$ cat src/rtl/dm_dump_ctrl.sv
`default_nettype none
// ============================================================================
// Module   : dm_dump_ctrl
// Brief    : Streams a window of data memory out through the UART, two bytes
//            per word, high byte first. Optional trailing XOR checksum byte
//            when DUMP_CHECKSUM_EN is defined.
// Revision : 1.0 - initial release
// ============================================================================
module dm_dump_ctrl #(
    parameter int ADDR_W = 12,
    parameter int DATA_W = 16
) (
    input  logic              clk,
    input  logic              reset,
    input  logic              start,
    input  logic              abort,
    input  logic [ADDR_W-1:0] base_addr,
    input  logic [ADDR_W-1:0] count,
    output logic              RdDM,
    output logic [ADDR_W-1:0] outAddr,
    input  logic [DATA_W-1:0] inData,
    output logic              tx_start,
    output logic [7:0]        d_out,
    input  logic              tx_done,
    output logic              busy,
    output logic              done,
    output logic              aborted
);

    typedef enum logic [3:0] {
        S_IDLE    = 4'd0,
        S_RD_REQ  = 4'd1,
        S_RD_CAP  = 4'd2,
        S_SEND_HI = 4'd3,
        S_WAIT_HI = 4'd4,
        S_SEND_LO = 4'd5,
        S_WAIT_LO = 4'd6,
`ifdef DUMP_CHECKSUM_EN
        S_SEND_CK = 4'd7,
        S_WAIT_CK = 4'd8,
`endif
        S_FINISH  = 4'd9
    } state_t;

    localparam logic [ADDR_W-1:0] c_addr_one = {{(ADDR_W-1){1'b0}}, 1'b1};

    // Where the sequence goes once the data words are exhausted.
`ifdef DUMP_CHECKSUM_EN
    localparam state_t c_after_data = S_SEND_CK;
`else
    localparam state_t c_after_data = S_FINISH;
`endif

    state_t            r_state;
    state_t            w_state_nxt;
    logic [ADDR_W-1:0] r_addr;
    logic [ADDR_W-1:0] w_addr_nxt;
    logic [ADDR_W-1:0] r_remain;
    logic [ADDR_W-1:0] w_remain_nxt;
    logic [DATA_W-1:0] r_word;
    logic [DATA_W-1:0] w_word_nxt;
    logic              r_abort_pend;
    logic              w_abort_nxt;
    logic [7:0]        w_hi;
    logic [7:0]        w_lo;
`ifdef DUMP_CHECKSUM_EN
    logic [7:0]        r_ck;
    logic [7:0]        w_ck_nxt;
`endif

    assign w_hi = r_word[DATA_W-1 -: 8];
    assign w_lo = r_word[7:0];

    always_ff @(posedge clk or posedge reset) begin
        if (reset) begin
            r_state      <= S_IDLE;
            r_addr       <= '0;
            r_remain     <= '0;
            r_word       <= '0;
            r_abort_pend <= 1'b0;
`ifdef DUMP_CHECKSUM_EN
            r_ck         <= 8'h00;
`endif
        end else begin
            r_state      <= w_state_nxt;
            r_addr       <= w_addr_nxt;
            r_remain     <= w_remain_nxt;
            r_word       <= w_word_nxt;
            r_abort_pend <= w_abort_nxt;
`ifdef DUMP_CHECKSUM_EN
            r_ck         <= w_ck_nxt;
`endif
        end
    end

    always_comb begin
        w_state_nxt  = r_state;
        w_addr_nxt   = r_addr;
        w_remain_nxt = r_remain;
        w_word_nxt   = r_word;
        w_abort_nxt  = r_abort_pend;
`ifdef DUMP_CHECKSUM_EN
        w_ck_nxt     = r_ck;
`endif
        RdDM         = 1'b0;
        outAddr      = r_addr;
        tx_start     = 1'b0;
        d_out        = 8'h00;
        busy         = (r_state != S_IDLE);
        done         = 1'b0;
        aborted      = 1'b0;

        case (r_state)
            S_IDLE: begin
                if (start) begin
                    w_addr_nxt   = base_addr;
                    w_remain_nxt = count;
                    w_abort_nxt  = abort;
`ifdef DUMP_CHECKSUM_EN
                    w_ck_nxt     = 8'h00;
`endif
                    if (abort)
                        w_state_nxt = S_FINISH;
                    else if (count != '0)
                        w_state_nxt = S_RD_REQ;
                    else
                        w_state_nxt = c_after_data;
                end
            end
            S_RD_REQ: begin
                RdDM = 1'b1;
                if (abort) begin
                    w_abort_nxt = 1'b1;
                    w_state_nxt = S_FINISH;
                end else begin
                    w_state_nxt = S_RD_CAP;
                end
            end
            S_RD_CAP: begin
                if (abort) begin
                    w_abort_nxt = 1'b1;
                    w_state_nxt = S_FINISH;
                end else begin
                    w_word_nxt  = inData;
                    w_state_nxt = S_SEND_HI;
                end
            end
            S_SEND_HI: begin
                d_out    = w_hi;
                tx_start = 1'b1;
`ifdef DUMP_CHECKSUM_EN
                w_ck_nxt = r_ck ^ w_hi;
`endif
                if (abort) w_abort_nxt = 1'b1;
                w_state_nxt = S_WAIT_HI;
            end
            // A pending abort still lets the current word finish its low byte.
            S_WAIT_HI: begin
                d_out = w_hi;
                if (abort) w_abort_nxt = 1'b1;
                if (tx_done) w_state_nxt = S_SEND_LO;
            end
            S_SEND_LO: begin
                d_out    = w_lo;
                tx_start = 1'b1;
`ifdef DUMP_CHECKSUM_EN
                w_ck_nxt = r_ck ^ w_lo;
`endif
                if (abort) w_abort_nxt = 1'b1;
                w_state_nxt = S_WAIT_LO;
            end
            S_WAIT_LO: begin
                d_out = w_lo;
                if (abort) w_abort_nxt = 1'b1;
                if (tx_done) begin
                    w_addr_nxt   = r_addr + c_addr_one;
                    w_remain_nxt = r_remain - c_addr_one;
                    if (r_abort_pend || abort)
                        w_state_nxt = S_FINISH;
                    else if (r_remain == c_addr_one)
                        w_state_nxt = c_after_data;
                    else
                        w_state_nxt = S_RD_REQ;
                end
            end
`ifdef DUMP_CHECKSUM_EN
            S_SEND_CK: begin
                d_out    = r_ck;
                tx_start = 1'b1;
                if (abort) w_abort_nxt = 1'b1;
                w_state_nxt = S_WAIT_CK;
            end
            S_WAIT_CK: begin
                d_out = r_ck;
                if (abort) w_abort_nxt = 1'b1;
                if (tx_done) w_state_nxt = S_FINISH;
            end
`endif
            S_FINISH: begin
                done        = ~r_abort_pend;
                aborted     = r_abort_pend;
                w_abort_nxt = 1'b0;
                w_state_nxt = S_IDLE;
            end
            default: begin
                w_state_nxt = S_IDLE;
            end
        endcase
    end

endmodule
`default_nettype wire

$ cat config.mk
export PLATFORM = sky130hd
export DESIGN_NAME = dm_dump_ctrl
export DESIGN_NICKNAME = d
export VERILOG_FILES = /design/src/rtl/dm_dump_ctrl.sv
export SDC_FILE = /design/constraint.sdc
export NUM_CORES = 1
export LEC_CHECK = 0
export BUFFER_PORTS_ARGS = -buffer_cell sky130_fd_sc_hd__buf_4
export CORE_MARGIN = 10
export CORE_UTILIZATION = 45
export DETAILED_ROUTE_END_ITERATION = 16
export PLACE_DENSITY = 0.78
export SETUP_SLACK_MARGIN = 0.05
export SYNTH_ARGS = -nofsm -noshare
export SYNTH_HDL_FRONTEND = slang
export SYNTH_SLANG_ARGS = --single-unit
$ cat constraint.sdc
create_clock -name clk -period 1.8 [get_ports clk]
set_clock_uncertainty 0.05 [all_clocks]
set_input_delay 0.45 -clock clk [delete_from_list [all_inputs] [get_ports clk]]
set_output_delay 0.45 -clock clk [all_outputs]
set_load 0.02 [all_outputs]
**Word level (Yosys, flattened, before mapping)**

Cells that the tools add are included.

- $add $sub $neg: 2
- $mul: 0
- Divide/modulo/power cells: 0
- Magnitude comparators: 0
- Equal/unequal tests: 12
- Shift-type cells: 0
- Mux-type cells: 24
- Bitwise logic cells: 2
- Reduce and logical (&&, ||, !) cells: 14

Operators with widths:

| kind | count |
|---|---|
| two-way mux 12 bit | 4 |
| one-hot mux 12 bit (2 select lines) | 2 |
| two-way mux 4 bit | 9 |
| one-hot mux 4 bit (7 select lines) | 1 |
| one-hot mux 8 bit (2 select lines) | 1 |
| adder 12 x 1 -> 12 bit, second input constant | 1 |
| == test 12 x 1 -> 1 bit, second input constant | 1 |
| == test 4 x 3 -> 1 bit, second input constant | 3 |
| nonzero test 12 bit | 1 |
| subtractor 12 x 1 -> 12 bit, second input constant | 1 |
| AND reduction 3 bit | 3 |
| == test 4 x 2 -> 1 bit, second input constant | 2 |
| two-way mux 1 bit | 6 |
| != test 2 bit, second input constant | 3 |
| OR reduction 2 bit | 3 |
| OR reduction 6 bit | 1 |
| == test 4 x 1 -> 1 bit, second input constant | 1 |
| == test 4 bit, second input constant | 1 |
| logical NOT 4 bit | 1 |
| nonzero test 4 bit | 1 |
| one-hot mux 1 bit (3 select lines) | 1 |
| nonzero test 3 bit | 1 |
| != test 2 x 1 -> 1 bit, second input constant | 1 |
| inverter 1 bit | 2 |
| other kinds (3) | 3 |

- Register bits: 45
- Latch bits: 0
- Bits in writable memories: 0
- Memory bits (read-only): 0
- Bits of input ports: 45
- Word-level logic and storage cells: 59
- Memories kept: 0

**Depth between registers and ports, before layout**

Gate-level depths: netlist (run 1).

- Word-level depth: 5
- Mapped depth: 7
- Depth with buffers taken out: 6

**Worst setup path after synthesis (run 1)**

Ideal clock, no wire load.

- Kind: reg-to-output
- Start point: reg r_state[1]
- End point: out d_out[0]
- Arrival time: 1.557 ns
- Required time: 1.300 ns
- Slack: -0.257 ns
- Stages on the path, launching flop included: 6
- Buffers on the path: 1
- Cells stage by stage: dfrtp_1 clkbuf_1 xor2_1 a22o_1 a22oi_1 nor2_1

- Cells in the longest elaborated chain, start to end: 3

Ends and longest elaborated chain:

| what | line | source |
|---|---|---|
| start: declaration | 54 | `state_t r_state;` |
| start signal: assignment | 85 | `r_state <= w_state_nxt;` |
| == test 4 x 3 -> 1 bit / == test 4 x 2 -> 1 bit (equally long branches) | 113 | `case (r_state)` |
| OR reduction 2 bit (no line) | - |  |
| one-hot mux 8 bit (2 select lines) * | 113 |  |
| end: declaration | 23 | `output logic [7:0] d_out,` |

Mark *: on every way between the ends. The rest lies on a longest branch, timed or not.

**Final worst setup path (run 1)**

- Start point: reg r_state[1]
- End point: out d_out[2]

Same word-level chain as after synthesis.

==> key figures, run 1 <==
Routing
  • Overall routed net length: 9.775 mm
  • Vias per Instance: 6.152
  • 1st-pass router iterations: 5
  • ANT nets after route: 0
  • Via count: 2996
  • Post-DR wirelength/cell: 20.07 um
  • Residual DRC: 0
  • DRT iter0 DRCs: 262

Final layout
  • Area Overhead vs Synth: 61.00%
  • Core Util, Final: 0.7417
  • Final nets: 459
  • Fraction of layout cells with a size suffix above 1: 0.5413
  • Antenna Cells: 0

Clock tree
  • Root Buffer: clkbuf_8
  • Cts hold-fix bufs: 0
  • Clock tree buffer depth: 2
  • Clk_lat worst skew: 0.31 ns
  • # clock sinks: 45
  • CTS Buf Count: 5
  • CTS tree: yes
  • H-tree levels: 2
  • CTS clk-pin slew, worst paths: 0.09 ns

Floorplan
  • Die X: 97.39 um
  • Core Region: 5851 um^2
  • Die Area: 9485 um^2
  • Vert. Die Dim: 97.39 um
  • Cell row count: 28
  • Starting Density: 0.4607
  • # IOs: 70

Power and ir drop
  • Power density over cell area: 1571 nW/um^2
  • Power, Total: 6815 uW
  • Combinational power share: 0.587
  • Sequential Power Share: 0.306
  • Clock power frac: 0.107
  • Maximum vdd drop: 871.2 uV
  • Internal Power: 3913 uW
  • Sw Pwr: 2902 uW
  • LEAKAGE: 0.001805 uW
  • Sw frac: 0.4258

Setup path
  • CP Data Arrival Time: 1.64 ns
  • Crit path kind: reg -> out
  • RR Startpoint: r_remain[1]
  • Crit. End Element: output pin
  • R2r setup slk: -0.19 ns
  • Crit start category: flip-flop
  • R2R cell count: 6
  • Req. time, crit path: 1.30 ns
  • CP max FO: 8
  • FF-to-FF End: r_remain[10]

STA
  • Final worst path period share: 1.188
  • Relative slew slack: 0.7684
  • Worst slew pin tran: 0.3475 ns
  • Slew Limit Fails: 0
  • Peak Freq: 467.6 MHz
  • Minimum clock period: 2.138 ns
  • Final hold slack: 0.1293 ns
  • Hold Vio Cnt, Final: 0
  • Final Setup Violations: 24
  • RSZ-0062 raised after global routing: true
  • Final WS setup: -0.3384 ns

Global routing
  • Antenna violations before repair: 0
  • Vias in the first global route: 2930
  • Gr usage total: 0.1825
  • Global-route congestion overflow total: 0
  • First-pass GRT wire length: 14.70 mm
  • Largest net degree at the start of global routing: 39

Logic synthesis
  • Number of flops mapped to enable cells by yosys: 0
  • Synth top area share: 0.4178
  • Register bit total from synthesis: 45
  • Synth Net Count: 345
  • Cell taking the most area after synthesis: dfrtp_1
  • Ys flop type: dfrtp_1
  • Syn Area/Cell: 9.074 um^2
  • Count leader, synth: dfrtp_1
  • Syn Inst Count: 297
  • Post-synth top cells: dfrtp_1, a21oi_1, nor2_1
  • Top post-synthesis cells by area: dfrtp_1, mux2_2, a21oi_1
  • Post-Syn Area: 2695 um^2
  • Synth unique cells: 53
  • Sequential area share after synthesis: 0.4178
  • Synth warnings: 0
  • Post-synth ARST share: 1.000

Place
  • # port buffers: 69
  • DP HPWL: 5.891 mm
  • Routability cong.: 0.8790

Outcome
  • Status: finished, violations left
  • Failing checks: negative setup slack

Min path
  • Hold/Removal Path Class: in -> async

Job
  • Maxcap violations: 0
==> registers in the layout (all words and copies together), names as in the netlist <==
name	count
outAddr	12
r_abort_pend	1
r_remain	12
r_state	4
r_word	16
==> worst max-delay path, stage by stage, from the launching register on <==
cell and delay [ns]:
dfrtp_2 0.48, buf_6 0.15, nor2_4 0.19, a22o_1 0.18, a22oi_2 0.06, nor2_2 0.12
buf_6 0.13
==> cells in the final DEF, fill, tap and decap left out, drive strengths merged, types with 3 or more instances in the layout <==
cell       n
a22o       8
a211oi     4
or4        5
a21oi     29
ha         3
a22oi      9
a32oi      3
nor3b      3
o21a       3
o22ai      7
nand2     21
nor3       5
inv        5
clkbuf     8
o21ai     22
nand3     15
dfrtp     45
buf      129
a2bb2oi    6
nor2      25
mux2      16
nand4      3
nor4       6
==> metal layers <==
layer	vias to the layer above	share of wire	global-route usage
met4	0	0.019	0.04810
li1	1357	-	-
met5	-	0	0
met3	24	0.051	0.03912
met2	115	0.52	0.3204
met1	1500	0.41	0.2183
==> cells by family (layout without fill, tap and decap cells) <==
family          after synthesis  in the layout  share of synthesized area
fa+ha+maj                     3              3                    0.01393
simple gates                101            101                     0.1982
mux                          16             16                    0.06685
compound gates              102            102                     0.2465
flops                        45             45                     0.4178
xor+xnor                      2              2                   0.006501
buf+inv                      28            143                    0.05014
==> area by class of cell <==
cell class	count	area (um^2)
well taps	75	93.84
multi-input cells	224	1810
repair buffers	130	1181
clock buffers	7	96.34
flip-flops and latches	45	1130
fillers	388	1511
inverters	5	18.77
clock inverters	1	8.758
==> timing repair <==
item	in CTS	in global routing
buffers inserted	11	5
resized for setup	49	46
gates cloned	3	1
pin swaps	17	11
setup endpoints to repair	26	57
==> power groups by stage <==
stage | Combinational, uW | Sequential, uW | Clock (uW)
finish | 4000 | 2080 | 731
global route | 4270 | 2150 | 776
CTS | 3730 | 2030 | 736
detailed placement | 3130 | 2010 | 0
global placement | 3050 | 1970 | 0
floorplan | 1840 | 2030 | 0
==> worst max path at each step <==
stage                     slack [ns]        start           end  cells after the start
after floorplan                -0.12  r_remain[0]  r_remain[10]                      6
after global placement         -0.09  r_remain[0]  r_remain[10]                      6
after detailed placement       -0.16  r_remain[1]  r_remain[10]                      6
after CTS                      -0.31   r_state[1]          busy                      3
after global routing           -0.40   r_state[1]      d_out[1]                      6
final                          -0.34   r_state[1]      d_out[2]                      6
==> per-stage QoR <==
step | instances | area, um^2 | setup WS [ns] | TNS [ns]
3_3_place_gp | 462 | 3672 | -0.09260 | -0.4954
4_1_cts | 483 | 4146 | -0.3074 | -5.879
3_5_place_dp | 462 | 3672 | -0.1611 | -0.8700
2_1_floorplan | 297 | 2836 | -0.1173 | -0.1173
6_report | 487 | 4339 | -0.3384 | -4.354
5_1_grt | 487 | 4339 | -0.4012 | -6.240
No activity file was read; power rests on OpenSTA's default activity.
==> run 2, diff against run 1 <==
PLACE_DENSITY = 0.76   (was 0.78)
clock period = 2.63 ns   (was 1.8 ns; I/O delays follow)
==> run 2 against run 1 <==
Net effect: the run now ends clean; register-to-register slack better by 0.57 ns; via count down 15%; non-clock buffer count down 51; highest routed layer unchanged; sequential power is 31% lower; total power down 48%; global-route usage fell by 4.4 points; critical path depth down 3; sequential share of layout area rose by 7.3 points; core utilization decreased by 16 points; routed wire length down 27%; final area decreased by 22%; combinational power fell by 58%.
==> key figures, run 2 (synthesis results as in run 1) <==
STA
  • Hold Vio Cnt, Final: 0 (unchanged)
  • RSZ-0062 raised after global routing: false
  • Relative slew slack: 0.4379 (-0.3305)
  • Setup_tns: 0 ns (+4.354 ns)
  • Final hold slack: 0.3742 ns (+0.2449 ns)
  • Slew Limit Fails: 0 (unchanged)
  • Final Setup Violations: 0 (-100%)
  • Final worst path period share: 0.9288
  • Peak Freq: 409.4 MHz
  • Worst slew pin tran: 0.8380 ns (+0.4906 ns)
  • Minimum clock period: 2.443 ns

Floorplan
  • Starting Density: 0.4607 (unchanged)
  • Die X: 97.39 um (unchanged)
  • Core Region: 5851 um^2 (unchanged)
  • Vert. Die Dim: 97.39 um (unchanged)
  • Cell row count: 28 (unchanged)
  • # IOs: 70 (unchanged)
  • Die Area: 9485 um^2 (unchanged)

Final layout
  • Top reg by flops: r_word
  • Most frequent cells in the layout: buf_4, dfrtp_1, a21oi_1
  • Final nets: 408 (-11%)
  • Final Instance Count excl. Fillers: 436 (-10%)
  • Area Overhead vs Synth: 25.49%
  • Commonest non-fill, non-tap cell in the layout: buf_4
  • Fraction of layout cells with a size suffix above 1: 0.3102 (-0.2310)
  • Max reg flops: 16 (unchanged)
  • Seq. cell area: 1126 um^2 (-0.33%)
  • Antenna Cells: 0 (unchanged)
  • Multi-input logic area: 1446 um^2 (-20%)
  • # fillers: 518 (+34%)
  • Core Util, Final: 0.5781 (-0.1636)

Setup path
  • FF-to-FF End: r_remain[10]
  • Crit path kind: reg -> out
  • Slowest cell on crit path: or4_1
  • Cell mode on critical path: buf_4
  • CP max FO: 13 (+5)
  • Crit start category: flip-flop
  • RR Startpoint: r_remain[0]
  • Crit. End Element: output pin
  • Req. time, crit path: 1.92 ns (+0.62 ns)
  • Buf/Inv on CP: 2 (unchanged)
  • Slowest stage delay, CP: 0.55 ns (+0.07 ns)
  • R2r setup slk: 0.38 ns (+0.57 ns)
  • CP Data Arrival Time: 1.74 ns (+0.10 ns)
  • Cell depth of the worst setup path: 3 (-3)
  • CP Cell Sequence: buf_4 > or4_1 > buf_4
  • Crit-path leading delay family: simple AND/OR/NAND/NOR gates
  • R2R cell count: 6 (unchanged)

Power and ir drop
  • Combinational power share: 0.474 (-0.113)
  • Power, Total: 3535 uW (-48%)
  • Power density over cell area: 1045 nW/um^2 (-33%)
  • Sequential Power Share: 0.403 (+0.097)
  • Clock power frac: 0.123 (+0.016)
  • Internal Power: 2011 uW (-49%)
  • LEAKAGE: 0.001442 uW (-20%)
  • Maximum vdd drop: 442.0 uV (-49%)
  • Sw frac: 0.4311 (+0.005244)
  • Sw Pwr: 1524 uW (-47%)

Routing
  • ANT nets after route: 0 (unchanged)
  • Vias per Instance: 5.872 (-4.6%)
  • Residual DRC: 0 (unchanged)
  • DRT iter0 DRCs: 64 (-76%)
  • Post-DR wirelength/cell: 16.36 um (-18%)
  • 1st-pass router iterations: 4 (-1)
  • Via count: 2560 (-15%)
  • Overall routed net length: 7.133 mm (-27%)

Min path
  • Hold/Removal Path Class: in -> async

Global routing
  • Gr usage total: 0.1389 (-0.04365)
  • Antenna violations before repair: 0 (unchanged)
  • First-pass GRT wire length: 11.41 mm (-22%)
  • Largest net degree at the start of global routing: 28 (-28%)
  • Grt peak-use layer: met2
  • Vias in the first global route: 2383 (-19%)
  • Global-route congestion overflow total: 0 (unchanged)
  • Met1 Use GR: 0.1697 (-0.04856)
  • M2 GR Usage: 0.2412 (-0.07920)
  • Met3 Use GR: 0.02418 (-0.01494)

Clock tree
  • Clock tree buffer depth: 2 (unchanged)
  • # clock sinks: 45 (unchanged)
  • CTS Buf Count: 5 (unchanged)
  • Clk_lat worst skew: 0.29 ns (-0.02 ns)
  • Root Buffer: clkbuf_8
  • CTS tree: yes
  • CTS clk-pin slew, worst paths: 0.09 ns (about the same)
  • H-tree levels: 2 (unchanged)

Place
  • Routability cong.: 0.8367 (-4.8%)
  • DP HPWL: 5.254 mm (-11%)
  • # port buffers: 69 (unchanged)
  • Placed Cells: 428 (-7.4%)

Outcome
  • Status: finished, final reports clean

Job
  • Maxcap violations: 0 (unchanged)
[run 2: layout make-up]
| class | instances | area share |
|---|---|---|
| Clock buffer | 5 | 0.02035 |
| Inverter | 5 | 0.005549 |
| Multi-Input combinational cell | 224 | 0.4277 |
| Timing Repair Buffer | 79 | 0.1791 |
| Tap cell | 75 | 0.02775 |
| Sequential cell | 45 | 0.3330 |
| Clock inverter | 3 | 0.006659 |
[run 2: worst max path at each step]
stage	from	to	slack, ns
detailed placement	r_state[0]	d_out[3]	0.36
floorplan	r_state[1]	d_out[0]	0.37
global placement	r_state[0]	d_out[7]	0.45
finish	r_state[0]	busy	0.19
global route	r_state[0]	d_out[4]	0.07
CTS	r_state[2]	d_out[3]	0.08
[run 2: routing by layer]
metal  vias up  wire length [um]
met5         -                 0
met4         0                92
met3         9               231
met2        59              3722
met1      1244              3087
li1       1248                 -
[run 2: power groups by stage]
stage | logic, uW | clock network [uW] | registers [uW]
after global routing | 1840 | 468 | 1480
final | 1670 | 435 | 1430
after global placement | 1630 | 0 | 1400
after CTS | 1690 | 447 | 1410
after floorplan | 1120 | 0 | 1380
after detailed placement | 1680 | 0 | 1420
[run 2: through the flow]
stage / instance area (um^2) / setup slack (ns)
after detailed placement: 3278 / 0.3627
after global routing: 3382 / 0.07109
after floorplan: 2695 / 0.3659
after global placement: 3278 / 0.4480
after CTS: 3377 / 0.07977
final: 3382 / 0.1873
[run 2: worst register-to-register path, delay by kind of cell (launching register included)]
kind,cells,cell delay [ns]
simple gates,2,0.95
flops,1,0.41
compound gates,2,0.40
fa+ha+maj,1,0.22
buf+inv,1,0.11
[run 2: what timing repair did]
action	in CTS	in global routing
endpoints found under the setup margin	6	8
resized for setup	1	2
setup buffers	0	0
hold buffers	0	0
==> run 3, diff against run 2 <==
CORE_ASPECT_RATIO = 0.7   (was not set)
SKIP_LAST_GASP = 1   (was not set)
==> run 3 against run 2 <==
Net effect: sequential cell count unchanged; routed wire length up 8.7%; critical path type unchanged; count of clock-buffer cells in the layout up 2; sequential power about the same.
==> key figures, run 3 (synthesis results as in run 1) <==
Outcome
  • Status: finished, final reports clean

Final layout
  • Most frequent cells in the layout: buf_4, dfrtp_1, a21oi_1
  • Commonest non-fill, non-tap cell in the layout: buf_4
  • Antenna Cells: 0 (unchanged)
  • Max reg flops: 16 (unchanged)
  • Top reg by flops: r_word
  • Area Overhead vs Synth: 25.95%
  • Core Util, Final: 0.5898 (+0.01172)
  • Final Instance Count excl. Fillers: 435 (-0.23%)
  • Final nets: 408 (unchanged)
  • Fraction of layout cells with a size suffix above 1: 0.3083 (-0.001916)

Floorplan
  • Die Area: 9534 um^2 (+0.52%)
  • Cell row count: 23 (-18%)
  • Starting Density: 0.4683 (+0.007611)
  • # IOs: 70 (unchanged)
  • Core Region: 5756 um^2 (-1.6%)
  • Die X: 112.5 um (+16%)
  • Vert. Die Dim: 84.75 um (-13%)

Job
  • Maxcap violations: 0 (unchanged)

Clock tree
  • H-tree levels: 2 (unchanged)
  • Setup Buffers After CTS: 0 (unchanged)
  • # clock sinks: 45 (unchanged)
  • CTS tree: yes
  • CTS clk-pin slew, worst paths: 0.08 ns (about the same)
  • Clk_lat worst skew: 0.30 ns (about the same)
  • CTS Buf Count: 5 (unchanged)
  • Root Buffer: clkbuf_8
  • Clock tree buffer depth: 2 (unchanged)

Global routing
  • First-pass GRT wire length: 12.81 mm (+12%)
  • Antenna violations before repair: 0 (unchanged)
  • M2 GR Usage: 0.2478 (+0.006584)
  • Largest net degree at the start of global routing: 29 (+3.6%)
  • Grt peak-use layer: met2
  • Met3 Use GR: 0.02772 (+0.003536)
  • Global-route congestion overflow total: 0 (unchanged)
  • Gr usage total: 0.1586 (+0.01973)
  • Met1 Use GR: 0.2206 (+0.05086)
  • Vias in the first global route: 2511 (+5.4%)

Power and ir drop
  • Power, Total: 3606 uW (+2.0%)
  • Power density over cell area: 1062 nW/um^2 (+1.6%)
  • Maximum vdd drop: 461.0 uV (+4.3%)
  • LEAKAGE: 0.001439 uW (-0.19%)

STA
  • Relative slew slack: 0.4697 (+0.03182)
  • Peak Freq: 390.5 MHz (-4.6%)
  • Slew Limit Fails: 0 (unchanged)
  • Final worst path period share: 0.9737 (+0.04486)
  • RSZ-0062 raised after global routing: true
  • Minimum clock period: 2.561 ns (+0.1180 ns)
  • Worst slew pin tran: 0.7906 ns (-0.04743 ns)
  • Final Setup Violations: 0 (unchanged)
  • Hold Vio Cnt, Final: 0 (unchanged)
  • Setup_tns: 0 ns (unchanged)

Routing
  • Via count: 2636 (+3.0%)
  • Overall routed net length: 7.756 mm (+8.7%)
  • Vias per Instance: 6.060 (+3.2%)
  • Post-DR wirelength/cell: 17.83 um (+9.0%)
  • ANT nets after route: 0 (unchanged)
  • 1st-pass router iterations: 5 (+1)
  • DRT iter0 DRCs: 248 (+290%)
  • Residual DRC: 0 (unchanged)

Min path
  • Hold/Removal Path Class: in -> async

Setup path
  • CP max FO: 12 (-1)
  • Crit start category: flip-flop
  • Crit. End Element: output pin
  • CP Data Arrival Time: 1.85 ns (+0.11 ns)
  • Req. time, crit path: 1.92 ns (about the same)
  • Crit path kind: reg -> out

Place
  • DP HPWL: 5.789 mm (+10%)
  • # port buffers: 69 (unchanged)
  • Routability cong.: 0.8227 (-1.7%)
  • Placed Cells: 428 (unchanged)
==> run 3: cell type report <==
cell class                 count  area (um^2)
fill                         519         2361
multi-input combinational    224         1463
sequential                    45         1127
timing repair buffer          79        605.6
tap                           75        93.84
clock buffer                   7        86.33
inverter                       5        18.77
==> run 3: layer usage <==
layer | routed length [um] | share of wire | vias up
met5 | 0 | 0 | -
met3 | 409 | 0.053 | 7
met4 | 67 | 0.0086 | 0
met2 | 3760 | 0.48 | 79
li1 | - | - | 1247
met1 | 3519 | 0.45 | 1303
==> run 3: power by group <==
part	internal (uW)	switching [uW]
sequential	1030	419
combinational	810	909
clock	209	235
==> run 3: timing repair <==
item,CTS,global route
endpoints found under the setup margin,8,8
resized for setup,2,4
hold buffers,0,0
==> run 3: final timing paths <==
path                       depth (start not counted)         from           end  slack, ns
min                                                2        reset    r_state[0]       0.36
min reg2reg                                        1    r_word[5]     r_word[5]       0.46
max                                                3   r_state[0]          busy       0.07
max reg2reg                                        6  r_remain[0]  r_remain[10]       0.34
min in group clk                                   1    r_word[5]     r_word[5]       0.46
max in group asynchronous                          3        reset    outAddr[5]       1.64
==> run 3: critical path, stage by stage, from the launching register on <==
cell	delay (ns)
dfrtp_1	0.53
buf_4	0.25
or4_1	0.58
buf_4	0.20
==> run 3: metrics by stage <==
stage	area [um^2]	hold slack, ns	setup slack, ns
floorplan	2695	0.4299	0.3659
global placement	3278	0.4479	0.3795
detailed placement	3278	0.4491	0.2900
CTS	3374	0.3769	0.09732
global route	3395	0.4013	0.009232
finish	3395	0.3588	0.06930
